===== config.mk =====
export PLATFORM = sky130hd
export DESIGN_NAME = inst_fetch_queue
export DESIGN_NICKNAME = d
export VERILOG_FILES = /design/src/rtl/inst_fetch_queue.sv
export SDC_FILE = /design/constraint.sdc
export NUM_CORES = 1
export LEC_CHECK = 0
export BUFFER_PORTS_ARGS = -buffer_cell sky130_fd_sc_hd__buf_2
export CORE_UTILIZATION = 55
export DETAILED_ROUTE_END_ITERATION = 8
export PLACE_DENSITY_LB_ADDON = 0.3
export SYNTH_ARGS = -nofsm -noshare
export SYNTH_HDL_FRONTEND = slang
export SYNTH_SLANG_ARGS = --single-unit

===== constraint.sdc =====
create_clock -name clk -period 3.8 [get_ports clk]
set_clock_uncertainty 0.2 [all_clocks]
set_input_delay 0.19 -clock clk [delete_from_list [all_inputs] [get_ports clk]]
set_output_delay 0.19 -clock clk [all_outputs]
set_load 0.01 [all_outputs]

===== src/rtl/inst_fetch_queue.sv =====
// Fetch-to-decode instruction queue: DEPTH x {pc, inst} FIFO with one-cycle flush.
// Optional same-cycle empty-queue bypass when FETCHQ_BYPASS_EN is defined.
module inst_fetch_queue #(
  parameter int          DEPTH    = 4,
  parameter int          PC_WIDTH = 32,
  parameter logic [31:0] NOP_INST = 32'h00000013
) (
  input  logic                      clk,
  input  logic                      reset,
  input  logic                      flush,
  input  logic                      enq_valid,
  output logic                      enq_ready,
  input  logic [PC_WIDTH-1:0]       enq_pc,
  input  logic [31:0]               enq_inst,
  output logic                      deq_valid,
  input  logic                      deq_ready,
  output logic [PC_WIDTH-1:0]       deq_pc,
  output logic [31:0]               deq_inst,
  output logic [$clog2(DEPTH):0]    count
);
  localparam int AW = $clog2(DEPTH);
  localparam logic [AW:0] PTR_ONE = {{AW{1'b0}}, 1'b1};

  logic [PC_WIDTH-1:0] r_mem_pc   [DEPTH];
  logic [31:0]         r_mem_inst [DEPTH];
  logic [AW:0]         r_wr_ptr;
  logic [AW:0]         r_rd_ptr;
  logic [AW:0]         r_count;
  logic [AW:0]         w_count_nxt;
  logic                w_full;
  logic                w_empty;
  logic                w_enq_fire;
  logic                w_enq_write;
  logic                w_deq_pop;
  logic                w_bypass;
  logic                w_bypass_take;
  logic [PC_WIDTH-1:0] w_deq_pc;
  logic [31:0]         w_deq_inst;

  // MSB of each pointer is the wrap bit; DEPTH is a power of two so +1 toggles it.
  assign w_full     = (r_wr_ptr[AW-1:0] == r_rd_ptr[AW-1:0]) && (r_wr_ptr[AW] != r_rd_ptr[AW]);
  assign w_empty    = (r_wr_ptr == r_rd_ptr);
  assign w_enq_fire = enq_valid && !w_full;
`ifdef FETCHQ_BYPASS_EN
  assign w_bypass   = w_empty && enq_valid && !flush;
`else
  assign w_bypass   = 1'b0;
`endif
  assign w_bypass_take = w_bypass && deq_ready;
  assign w_enq_write   = w_enq_fire && !w_bypass_take;
  assign w_deq_pop     = !w_empty && deq_ready;

  // Occupancy update from the write/pop pair.
  always_comb begin
    w_count_nxt = r_count;
    case ({w_enq_write, w_deq_pop})
      2'b10:   w_count_nxt = r_count + PTR_ONE;
      2'b01:   w_count_nxt = r_count - PTR_ONE;
      default: w_count_nxt = r_count;
    endcase
  end

  // Head selection: stored entry, bypassed enqueue, or NOP when nothing is valid.
  always_comb begin
    w_deq_pc   = {PC_WIDTH{1'b0}};
    w_deq_inst = NOP_INST;
    if (!w_empty) begin
      w_deq_pc   = r_mem_pc[r_rd_ptr[AW-1:0]];
      w_deq_inst = r_mem_inst[r_rd_ptr[AW-1:0]];
    end else begin
`ifdef FETCHQ_BYPASS_EN
      if (w_bypass) begin
        w_deq_pc   = enq_pc;
        w_deq_inst = enq_inst;
      end else begin
        w_deq_pc   = {PC_WIDTH{1'b0}};
        w_deq_inst = NOP_INST;
      end
`else
      w_deq_pc   = {PC_WIDTH{1'b0}};
      w_deq_inst = NOP_INST;
`endif
    end
  end

  // Pointer and count state; flush outranks any handshake in the same cycle.
  always_ff @(posedge clk or posedge reset) begin
    if (reset) begin
      r_wr_ptr <= {(AW+1){1'b0}};
      r_rd_ptr <= {(AW+1){1'b0}};
      r_count  <= {(AW+1){1'b0}};
    end else if (flush) begin
      r_wr_ptr <= {(AW+1){1'b0}};
      r_rd_ptr <= {(AW+1){1'b0}};
      r_count  <= {(AW+1){1'b0}};
    end else begin
      if (w_enq_write) begin
        r_wr_ptr <= r_wr_ptr + PTR_ONE;
      end
      if (w_deq_pop) begin
        r_rd_ptr <= r_rd_ptr + PTR_ONE;
      end
      r_count <= w_count_nxt;
    end
  end

  // Entry storage is deliberately left unreset.
  always_ff @(posedge clk) begin
    if (w_enq_write && !flush) begin
      r_mem_pc[r_wr_ptr[AW-1:0]]   <= enq_pc;
      r_mem_inst[r_wr_ptr[AW-1:0]] <= enq_inst;
    end
  end

  assign enq_ready = !w_full;
  assign deq_valid = !w_empty || w_bypass;
  assign deq_pc    = w_deq_pc;
  assign deq_inst  = w_deq_inst;
  assign count     = r_count;

endmodule


==> impl_metrics.toml, run 1 <==
[run_status]
outcome = "finished with violations"
violations_in_the_final_reports = "DRC"

[floorplan]
initial_utilization_pct = 56.55
io_pins = 138
design.die.area_mm2 = 0.01921
core_mm2 = 0.01815
std_cell_rows = 49
die_height_um = 138.6
die_width_um = 138.6

[timing]
maxClockFrequency_mhz = 336.6
finalCriticalPeriod_ns = 2.971
final_max_slew_viol_count = 0
grt_setup_unrepaired = "false"
tightestPinTransition_ns = 1.025
fin_tns_setup_ns = 0
timing_hold_violations_final = 0
slew_headroom_pct = 31.64
timing.final.crit_share_pct = 78.18
final-setup-viol-count = 0

[critical_path]
crit_path_top_delay_cell = "sky130_fd_sc_hd__buf_4"
cpPeakStageDelay_ns = 0.76
end_kind = "primary output"
critical_path_arrival_ns = 2.58
cp_max_fo = 66
timing.critical_path.max_delay_family = "buffers and inverters"
worst-path-buf-inv = 2
crit_type = "reg -> out"
worstPathRequired_ns = 3.41
critical_path.cell_chain = "buf_4, mux4_2, or2_2, buf_2"
crit_path_start_kind = "flop"

[synthesis]
synth-async-reset-ratio_pct = 3.396
postSynthRegisterBits = 265
synth.cell_area_mm2 = 0.01026
number_of_synthesized_flops_with_an_enable_pin = 256
avgSynthCellArea_um2 = 21.88
synth_nets = 544
number_of_synthesis_warnings = 0
ys_types = 31
synth-seq-area-share_pct = 77.10
synth_top_flop_cell = "sky130_fd_sc_hd__edfxtp_1"
netlist_instances = 469

[detailed_routing]
drt_first_pass_iters = 7
via_density_per_instance = 5.546
wirelength_um = 18930
drt_first_iter_violations = 239
remaining_drc_errors = 18
num_vias = 5191
antenna_viol_nets_final = 0
avgRoutedWirePerCell_um = 20.22

[clocking]
tritoncts.num_buffers = 26
cts_hold_buf = 70
post-cts-setup-buffers = 0
later_pin_clock_latency_in_the_skew_report_ns = 0.53
cts.path.max_buffers = 3
cts_tree = "built"
htree_levels = 1
cts.sinks = 265
cts_root_buf = "sky130_fd_sc_hd__clkbuf_16"
post_cts.resized_instances = 0
clk_pin_slew_ns = 0.06

[pwr]
cell_internal_pwr_mw = 5.557
clock_power_share_pct = 34.5
power_mw = 7.399
power.net_switching_mw = 1.842
pwr_density_cell_mw_per_mm2 = 580.8
power.switching_fraction_pct = 24.90
share_of_power_burned_in_combinational_logic_pct = 20.2
sequentialPowerShare_pct = 45.3
power_leakage_nw = 4.471
max_rail_drop_vdd_v = 0.0005132

[grt]
groute.usage.overall_pct = 20.49
grt_pass1_vias = 5520
grt_max_degree = 67
grt_overflow = 0
antenna_found_initial = 1
grt_pass1_wl_um = 29990

[placed_design]
portBuffers = 137
finalWeightedCongestion = 0.8573
hpwl_um = 9853
place_inst = 817

[flow_run]
maxCapViolCount = 0

[finish]
final_cells = 936
n_fill_cell = 1151
nNetsFinal = 761
area_growth_pct = 24.14
ratio_of_cells_with_drive_above_1_in_the_final_layout_pct = 36.40

[worst_hold_path]
timing.hold.worst.class = "in -> reg"
## worst register-to-register path, stage by stage (launching register included)
cell,delay [ns]
sky130_fd_sc_hd__dfrtp_4,0.48
sky130_fd_sc_hd__xnor2_1,0.20
sky130_fd_sc_hd__nand2_1,0.13
sky130_fd_sc_hd__o21ai_1,0.14
sky130_fd_sc_hd__nor2_1,0.25
sky130_fd_sc_hd__and2_4,0.85
## cells in the mapped netlist, drive strengths merged (2+ instances only)
cell | n | area [um2]
a21oi | 2 | 10.01
or2 | 3 | 18.77
inv | 4 | 15.01
xor2 | 3 | 26.28
nand2 | 3 | 13.77
mux4 | 64 | 1441
mux2i | 3 | 30.03
xnor2 | 5 | 51.30
nand3 | 2 | 10.01
and2 | 66 | 412.9
buf | 14 | 76.33
dfrtp | 9 | 225.2
ha | 5 | 62.56
edfxtp | 256 | 7687
nor2 | 11 | 41.29
clkbuf | 8 | 30.03
o211ai | 2 | 15.01
## logic make-up after synthesis
| logic type | count (synthesis) | synth area share [%] |
|---|---|---|
| DFF | 265 | 77.10 |
| muxes | 68 | 14.48 |
| and+or+nand+nor | 88 | 5.072 |
| xor gates and xnor gates | 8 | 0.7560 |
| buffers and inverters | 26 | 1.183 |
| AOI/OAI and AO/OA | 8 | 0.5973 |
| adders and majority gates | 6 | 0.8047 |
## power groups by stage
stage	Clock (mW)	Sequential (mW)	Combinational (mW)
finish	2.55	3.35	1.49
global route	2.71	3.36	1.63
CTS	2.60	3.35	1.52
detailed placement	0	3.41	1.45
global placement	0	3.40	1.43
floorplan	0	3.41	0.959
## stage by stage
| stage | worst slack (ns) | util [%] | hold slack, ns | cell area, um2 |
|---|---|---|---|---|
| 2_1_floorplan | 0.6790 | - | -0.1821 | 10260 |
| 3_3_place_gp | 1.200 | 61.58 | -0.04117 | 11180 |
| 3_5_place_dp | 1.075 | 61.58 | -0.02828 | 11180 |
| 4_1_cts | 0.7886 | 70.19 | 0.1826 | 12740 |
| 5_1_grt | 0.7041 | 70.20 | 0.2025 | 12740 |
| 6_report | 0.8293 | 70.20 | 0.2076 | 12740 |
## layout by cell type (no fill, tap or decap), types with 2 or more instances in the layout
master,synthesis,layout
sky130_fd_sc_hd__mux4_2,64,64
sky130_fd_sc_hd__nand2_1,2,2
sky130_fd_sc_hd__ha_1,5,5
sky130_fd_sc_hd__buf_4,5,4
sky130_fd_sc_hd__xor2_1,3,3
sky130_fd_sc_hd__dfrtp_4,0,2
sky130_fd_sc_hd__clkinv_1,0,10
sky130_fd_sc_hd__buf_2,4,137
sky130_fd_sc_hd__clkinv_2,0,5
sky130_fd_sc_hd__dfrtp_1,9,7
sky130_fd_sc_hd__dlygate4sd3_1,0,70
sky130_fd_sc_hd__mux2i_1,3,3
sky130_fd_sc_hd__clkbuf_16,0,26
sky130_fd_sc_hd__or2_2,3,3
sky130_fd_sc_hd__bufinv_16,0,4
sky130_fd_sc_hd__a21oi_1,2,2
sky130_fd_sc_hd__and2_1,66,62
sky130_fd_sc_hd__xnor2_1,4,4
sky130_fd_sc_hd__nand3_1,2,2
sky130_fd_sc_hd__and2_4,0,4
sky130_fd_sc_hd__edfxtp_1,256,256
sky130_fd_sc_hd__o211ai_1,2,2
sky130_fd_sc_hd__nor2_1,11,11
sky130_fd_sc_hd__inv_1,3,3
## registers in the layout, summed over array words and instances, names as in the netlist
signal and flops:
r_wr_ptr 3, count 3, r_mem_inst 128, r_rd_ptr 3
r_mem_pc 128
## metal layers
metal | GRT usage [%] | routed length (um) | vias up
li1 | - | - | 2327
met4 | 5.322 | 295 | 0
met3 | 3.798 | 1033 | 28
met1 | 27.62 | 8105 | 2686
met5 | 0 | 0 | -
met2 | 34.89 | 9490 | 150
## final timing paths
kind	startpoint	endpoint	slack, ns	cells past startpoint
setup / recovery	r_rd_ptr[1]$_DFFE_PP0P_	deq_inst[0]	0.83	4
hold / removal	enq_inst[11]	r_mem_inst[0][11]$_DFFE_PP_	0.21	2
setup reg to reg	r_rd_ptr[0]$_DFFE_PP0P_	r_mem_pc[3][0]$_DFFE_PP_	1.08	5
hold reg to reg	count[0]$_DFFE_PP0P_	count[0]$_DFFE_PP0P_	0.41	2
max in group asynchronous	reset	r_rd_ptr[1]$_DFFE_PP0P_	2.55	4
min in group asynchronous	reset	count[1]$_DFFE_PP0P_	0.55	4
## cell type report
cell class	instances	area, um2	area share, %
diodes	1	2.502	0.01964
clock buffers	27	654.4	5.137
clock inverters	21	206.4	1.621
inverters	4	15.01	0.1179
multi-input cells	178	2238	17.57
flip-flops and latches	265	7920	62.17
well taps	229	286.5	2.249
repair buffers	211	1416	11.12
Note: power is estimated with default switching activity, not from simulation.
==> run 2, diff against run 1 <==
- ABC_AREA: not set -> 1
- CORE_UTILIZATION: 55 -> 52
- clock period: 3.8 -> 2.6 ns (I/O delays scaled with it)
==> run 2 against run 1 <==
  * The run now ends clean
  * Utilization shrank 2.8 points
  * Combinational power grew 30%
  * Die area grew 9.2%
  * Sequential power grew 45%
  * Register-to-register slack lost 0.92 ns
  * Via count grew 36%
  * Sequential cell count is the same
  * Total power grew 42%
  * Area after synthesis grew 3.4%
  * Synthesized cell count grew 78%
==> impl_metrics.toml, run 2 <==
[run_status]
outcome = "completed"

[clocking]
cts.sinks = 265
tritoncts.num_buffers = 27
clk_pin_slew_ns = 0.06
cts_tree = "built"
later_pin_clock_latency_in_the_skew_report_ns = 0.52
cts.path.max_buffers = 3
cts_root_buf = "sky130_fd_sc_hd__clkbuf_16"
htree_levels = 1

[synthesis]
postSynthRegisterBits = 265
synth-async-reset-ratio_pct = 3.396
number_of_synthesized_flops_with_an_enable_pin = 256
synth.cell_area_mm2 = 0.01061
synthDominantAreaCellType = "sky130_fd_sc_hd__edfxtp_1"
most_common_cell_in_the_synthesized_netlist = "sky130_fd_sc_hd__edfxtp_1"
synth_top_flop_cell = "sky130_fd_sc_hd__edfxtp_1"
netlist_instances = 834
yosys.area.top_type_share_pct = 72.48
list_of_most_frequent_post_synthesis_cells = "256 x sky130_fd_sc_hd__edfxtp_1, 132 x sky130_fd_sc_hd__nor2_1, 132 x sky130_fd_sc_hd__o21ai_0"
avgSynthCellArea_um2 = 12.72
synth-seq-area-share_pct = 74.60
ys_types = 26
ys_top_cells_by_area = "sky130_fd_sc_hd__edfxtp_1 72%, sky130_fd_sc_hd__o21ai_0 6.2%, sky130_fd_sc_hd__nor2_1 4.7%"
synth_nets = 909
number_of_synthesis_warnings = 0

[timing]
timing_hold_violations_final = 0
maxClockFrequency_mhz = 403.2
final_max_slew_viol_count = 0
timing.final.crit_share_pct = 95.39
finalCriticalPeriod_ns = 2.480
fin_tns_setup_ns = 0
timing.final.ws_setup_ns = 0.1198
final-setup-viol-count = 0
tightestPinTransition_ns = 0.4780
slew_headroom_pct = 68.10

[placed_design]
finalWeightedCongestion = 0.7441
portBuffers = 137
hpwl_um = 11840
placed_area_mm2 = 0.01164
place_inst = 1200
pre_cts_slack_ns = 0.2651

[grt]
grt_overflow = 0
grt_pass1_wl_um = 35340
groute.usage.overall_pct = 22.28
antenna_found_initial = 0
grt_max_degree = 129
grt_pass1_vias = 6777

[critical_path]
crit_path_start_kind = "flop"
worstPathRequired_ns = 2.27
cp_max_fo = 65
crit_type = "reg -> out"
critical_path_arrival_ns = 2.15
end_kind = "primary output"

[pwr]
power_leakage_nw = 5.290
power_mw = 10.53
pwr_density_cell_mw_per_mm2 = 792.3
max_rail_drop_vdd_v = 0.0006274

[detailed_routing]
via_density_per_instance = 5.330
drt_first_iter_violations = 557
antenna_viol_nets_final = 0
remaining_drc_errors = 0
drt_first_pass_iters = 5
avgRoutedWirePerCell_um = 17.75
num_vias = 7051
wirelength_um = 23490

[worst_hold_path]
timing.hold.worst.class = "in -> reg"

[floorplan]
core_mm2 = 0.01972
design.die.area_mm2 = 0.02097
initial_utilization_pct = 53.79
std_cell_rows = 51
die_width_um = 144.8
die_height_um = 144.8
io_pins = 138

[finish]
final_cell_mix = "256 x sky130_fd_sc_hd__edfxtp_1, 137 x sky130_fd_sc_hd__buf_2, 132 x sky130_fd_sc_hd__o21ai_0"
seqCellArea_mm2 = 0.007918
n_fill_cell = 1370
final_common_cell = "sky130_fd_sc_hd__edfxtp_1"
ratio_of_cells_with_drive_above_1_in_the_final_layout_pct = 20.34
area_growth_pct = 25.35
multiInputGateArea_mm2 = 0.002190
finalInstanceArea_mm2 = 0.01330
nNetsFinal = 1111
final_cells = 1323

[flow_run]
maxCapViolCount = 0
## run 2: changes by cell type after synthesis, moves of 4 or more
cell,change
sky130_fd_sc_hd__buf_6,+6
sky130_fd_sc_hd__mux4_2,-64
sky130_fd_sc_hd__nand3_1,+7
sky130_fd_sc_hd__buf_1,-4
sky130_fd_sc_hd__clkbuf_1,+17
sky130_fd_sc_hd__nor2_1,+121
sky130_fd_sc_hd__buf_2,+9
sky130_fd_sc_hd__nand2_2,+4
sky130_fd_sc_hd__o21ai_0,+132
sky130_fd_sc_hd__nand2_1,+80
sky130_fd_sc_hd__and2_1,-66
sky130_fd_sc_hd__o22ai_1,+61
sky130_fd_sc_hd__inv_1,+71
## run 2: path summary, 6_finish.rpt
| kind | from | endpoint | slack [ns] | cells after the start |
|---|---|---|---|---|
| worst min register to register | count[1]$_DFFE_PP0P_ | count[1]$_DFFE_PP0P_ | 0.33 | 2 |
| worst max register to register | r_rd_ptr[0]$_DFFE_PP0P_ | count[2]$_DFFE_PP0P_ | 0.16 | 15 |
| worst min-delay path | enq_pc[21] | r_mem_pc[1][21]$_DFFE_PP_ | 0.15 | 2 |
| min in group asynchronous | reset | count[2]$_DFFE_PP0P_ | 0.51 | 4 |
| max in group asynchronous | reset | r_rd_ptr[0]$_DFFE_PP0P_ | 1.35 | 4 |
| worst max-delay path | r_rd_ptr[0]$_DFFE_PP0P_ | deq_inst[12] | 0.12 | 7 |
## run 2: critical path: stages, from the launching register on
cell,delay (ns)
sky130_fd_sc_hd__dfrtp_4,0.55
sky130_fd_sc_hd__inv_4,0.15
sky130_fd_sc_hd__buf_16,0.26
sky130_fd_sc_hd__o21ai_0,0.14
sky130_fd_sc_hd__o22ai_1,0.19
sky130_fd_sc_hd__nand2_1,0.08
sky130_fd_sc_hd__inv_1,0.08
sky130_fd_sc_hd__buf_2,0.13
## run 2: metal layers
metal / GRT usage (%) / vias to the layer above / part of all wire [%]
li1: - / 3358 / -
met1: 29.55 / 3409 / 42
met2: 38.44 / 252 / 50
met3: 3.422 / 32 / 6.4
met4: 5.983 / 0 / 1.6
met5: 0 / - / 0
## run 2: what timing repair did
item                       in CTS  in global routing
setup endpoints to repair      65                 57
setup buffers                   0                  0
cloned                          1                  1
hold endpoints to repair      306                  0
hold buffers                   70                  0
pin swaps                       0                  1
resized for setup               3                  8
## run 2: power by group
group          switching, mW  internal (mW)  leakage [nW]  total (mW)
sequential            0.0462           4.82          2.44        4.86
combinational           1.23          0.704          2.43        1.93
clock                   1.53           2.21         0.420        3.74
total                   2.81           7.73          5.29        10.5
## run 2: final cells by class
cell class / count / share of cell area, %
Clock buffer: 32 / 5.223
Inverter: 78 / 2.259
Clock inverter: 18 / 1.261
Sequential cell: 265 / 59.55
Tap cell: 265 / 2.494
Timing Repair Buffer: 223 / 12.72
Multi-Input combinational cell: 441 / 16.47
Antenna cell: 1 / 0.01882
## run 2: logic make-up (layout without fill, tap and decap cells)
logic type	Yosys count	count (layout)	share of synthesized area, %
DFF	265	265	74.60
AOI/OAI and AO/OA	200	200	10.26
and+or+nand+nor	234	234	9.036
adders and majority gates	6	6	0.7786
xor gates and xnor gates	1	1	0.08259
other	0	1	0
buffers and inverters	128	351	5.238
## run 2: stage by stage
| stage | hold slack, ns | utilization (%) |
|---|---|---|
| 3_3_place_gp | -0.06676 | 59.01 |
| 5_1_grt | 0.1546 | 67.42 |
| 4_1_cts | 0.1289 | 67.18 |
| 2_1_floorplan | -0.2421 | - |
| 6_report | 0.1506 | 67.43 |
| 3_5_place_dp | -0.05761 | 59.01 |
==> run 3, diff against run 2 <==
- ABC_AREA: 1 -> not set
==> run 3 against run 2 <==
  * Register-to-register slack worse by 0.14 ns
  * Sequential cell count unchanged
  * Critical path depth up 1
  * Maximum frequency down 3.9%
  * Cell area down 2.7%
  * Clock power down 12%
  * Utilization down 0.77 points
  * Hold slack better by 0.016 ns
  * Sequential power up 1%
  * Count of clock-buffer cells in the layout down 3
  * Global-route usage down 2.6 points
  * Critical path type is now reg -> reg
  * Largest cell class unchanged
  * Highest routed layer unchanged
==> impl_metrics.toml, run 3 (synthesis results as in run 1) <==
[floorplan]
die_width_um = 142.5
die_height_um = 142.5
std_cell_rows = 51
initial_utilization_pct = 52.90
io_pins = 138
core_mm2 = 0.01940
design.die.area_mm2 = 0.02030

[detailed_routing]
drt_first_pass_iters = 7
antenna_viol_nets_final = 0
num_vias = 5240
avgRoutedWirePerCell_um = 19.75
via_density_per_instance = 5.358
remaining_drc_errors = 0
wirelength_um = 19310
drt_first_iter_violations = 301

[finish]
final_cell_mix = "256 x sky130_fd_sc_hd__edfxtp_1, 134 x sky130_fd_sc_hd__buf_2, 70 x sky130_fd_sc_hd__dlygate4sd3_1"
final_cells = 978
finalInstanceArea_mm2 = 0.01293
diodes = 0
nNetsFinal = 772
finalCoreUtilization_pct = 66.66
final_common_cell = "sky130_fd_sc_hd__edfxtp_1"
seqCellArea_mm2 = 0.007920
area_growth_pct = 26.01
multiInputGateArea_mm2 = 0.002245
n_fill_cell = 1328
ratio_of_cells_with_drive_above_1_in_the_final_layout_pct = 36.61

[critical_path]
worst_r2r_endpoint = "count[2]$_DFFE_PP0P_"
critical_path_arrival_ns = 2.78
r2r_setup_slack_ns = 0.02
crit_path_start_kind = "flop"
r2r.worst_path.cells = 8
worstPathRequired_ns = 2.80
crit_type = "reg -> reg"
regToRegStartpoint = "r_rd_ptr[0]$_DFFE_PP0P_"
cp_max_fo = 5
end_kind = "flop"

[clocking]
htree_levels = 1
clk_pin_slew_ns = 0.06
post-cts-setup-buffers = 0
cts_tree = "built"
later_pin_clock_latency_in_the_skew_report_ns = 0.51
tritoncts.num_buffers = 26
cts.path.max_buffers = 3
cts_root_buf = "sky130_fd_sc_hd__clkbuf_16"
cts.sinks = 265

[worst_hold_path]
hold_end = "r_mem_pc[0][5]$_DFFE_PP_"
timing.hold.worst.class = "in -> reg"
hold-path-cell-count = 2
worstHoldStart = "enq_pc[5]"

[placed_design]
portBuffers = 137
finalWeightedCongestion = 0.8434
placed_area_mm2 = 0.01141
place_inst = 863
hpwl_um = 10560
pre_cts_slack_ns = 0.08962

[timing]
slew_headroom_pct = 71.61
finalCriticalPeriod_ns = 2.580
timing.final.crit_share_pct = 99.24
maxClockFrequency_mhz = 387.6
timing.final.ws_setup_ns = 0.01976
final_max_slew_viol_count = 0
fin_hold_ws_ns = 0.1668
fin_tns_setup_ns = 0
tightestPinTransition_ns = 0.4259
final-setup-viol-count = 0
timing_hold_violations_final = 0
grt_setup_unrepaired = "true"

[pwr]
pwr_density_cell_mw_per_mm2 = 813.9
power_mw = 10.53
max_rail_drop_vdd_v = 0.0004571
power_leakage_nw = 4.521

[grt]
grt_overflow = 0
grt_max_degree = 67
grt_pass1_vias = 5689
groute.usage.overall_pct = 19.73
grt_pass1_wl_um = 29930
antenna_found_initial = 0

[run_status]
outcome = "completed"

[flow_run]
maxCapViolCount = 0
[run 3: changes by cell type in the layout (fill, tap and decap cells not counted), sizes merged, moves of 10 or more]
cell	before	now
o22ai	61	0
mux4	0	64
nand2	90	3
inv	80	4
nand3	12	2
o21ai	134	1
nor2	132	11
and2	0	66
[run 3: worst max path at each step]
stage,startpoint,to,slack (ns),depth (start not counted)
finish,r_rd_ptr[0]$_DFFE_PP0P_,count[2]$_DFFE_PP0P_,0.02,8
global route,r_rd_ptr[0]$_DFFE_PP0P_,deq_pc[10],-0.07,6
CTS,r_rd_ptr[0]$_DFFE_PP0P_,deq_inst[4],-0.03,4
detailed placement,r_rd_ptr[0]$_DFFE_PP0P_,count[2]$_DFFE_PP0P_,0.09,8
global placement,r_rd_ptr[0]$_DFFE_PP0P_,count[2]$_DFFE_PP0P_,0.16,7
floorplan,r_wr_ptr[1]$_DFFE_PP0P_,r_mem_inst[0][0]$_DFFE_PP_,0.18,5
[run 3: what timing repair did]
item,4_1_cts,5_1_grt
resized for setup,9,3
cloned,1,0
endpoints found under the setup margin,64,42
hold buffers,70,0
hold endpoints to repair,274,0
[run 3: layout make-up]
class	instances	share of cell area, %
well taps	265	2.564
clock inverters	15	0.4548
repair buffers	222	12.98
multi-input cells	178	17.36
clock buffers	29	5.283
inverters	4	0.1161
flip-flops and latches	265	61.25
[run 3: worst max-delay path, stage by stage, from the launching register on]
cell	delay, ns
sky130_fd_sc_hd__dfrtp_4	0.53
sky130_fd_sc_hd__xnor2_1	0.23
sky130_fd_sc_hd__and3_4	0.25
sky130_fd_sc_hd__inv_2	0.06
sky130_fd_sc_hd__nand2_2	0.10
sky130_fd_sc_hd__nor2_1	0.06
sky130_fd_sc_hd__fa_1	0.40
sky130_fd_sc_hd__o31a_1	0.33
sky130_fd_sc_hd__mux2_4	0.30
[run 3: report_power, final]
| part | internal [mW] | switching (mW) |
|---|---|---|
| Clock | 1.86 | 1.44 |
| Sequential | 4.84 | 0.0641 |
| Combinational | 1.17 | 1.15 |
| Total | 7.87 | 2.66 |
[run 3: routing by layer]
metal	track usage, %	vias up	share of wire, %
li1	-	2346	-
met2	33.51	181	50
met1	25.80	2685	41
met4	6.338	0	1.8
met3	3.903	28	7.2
met5	0	-	0
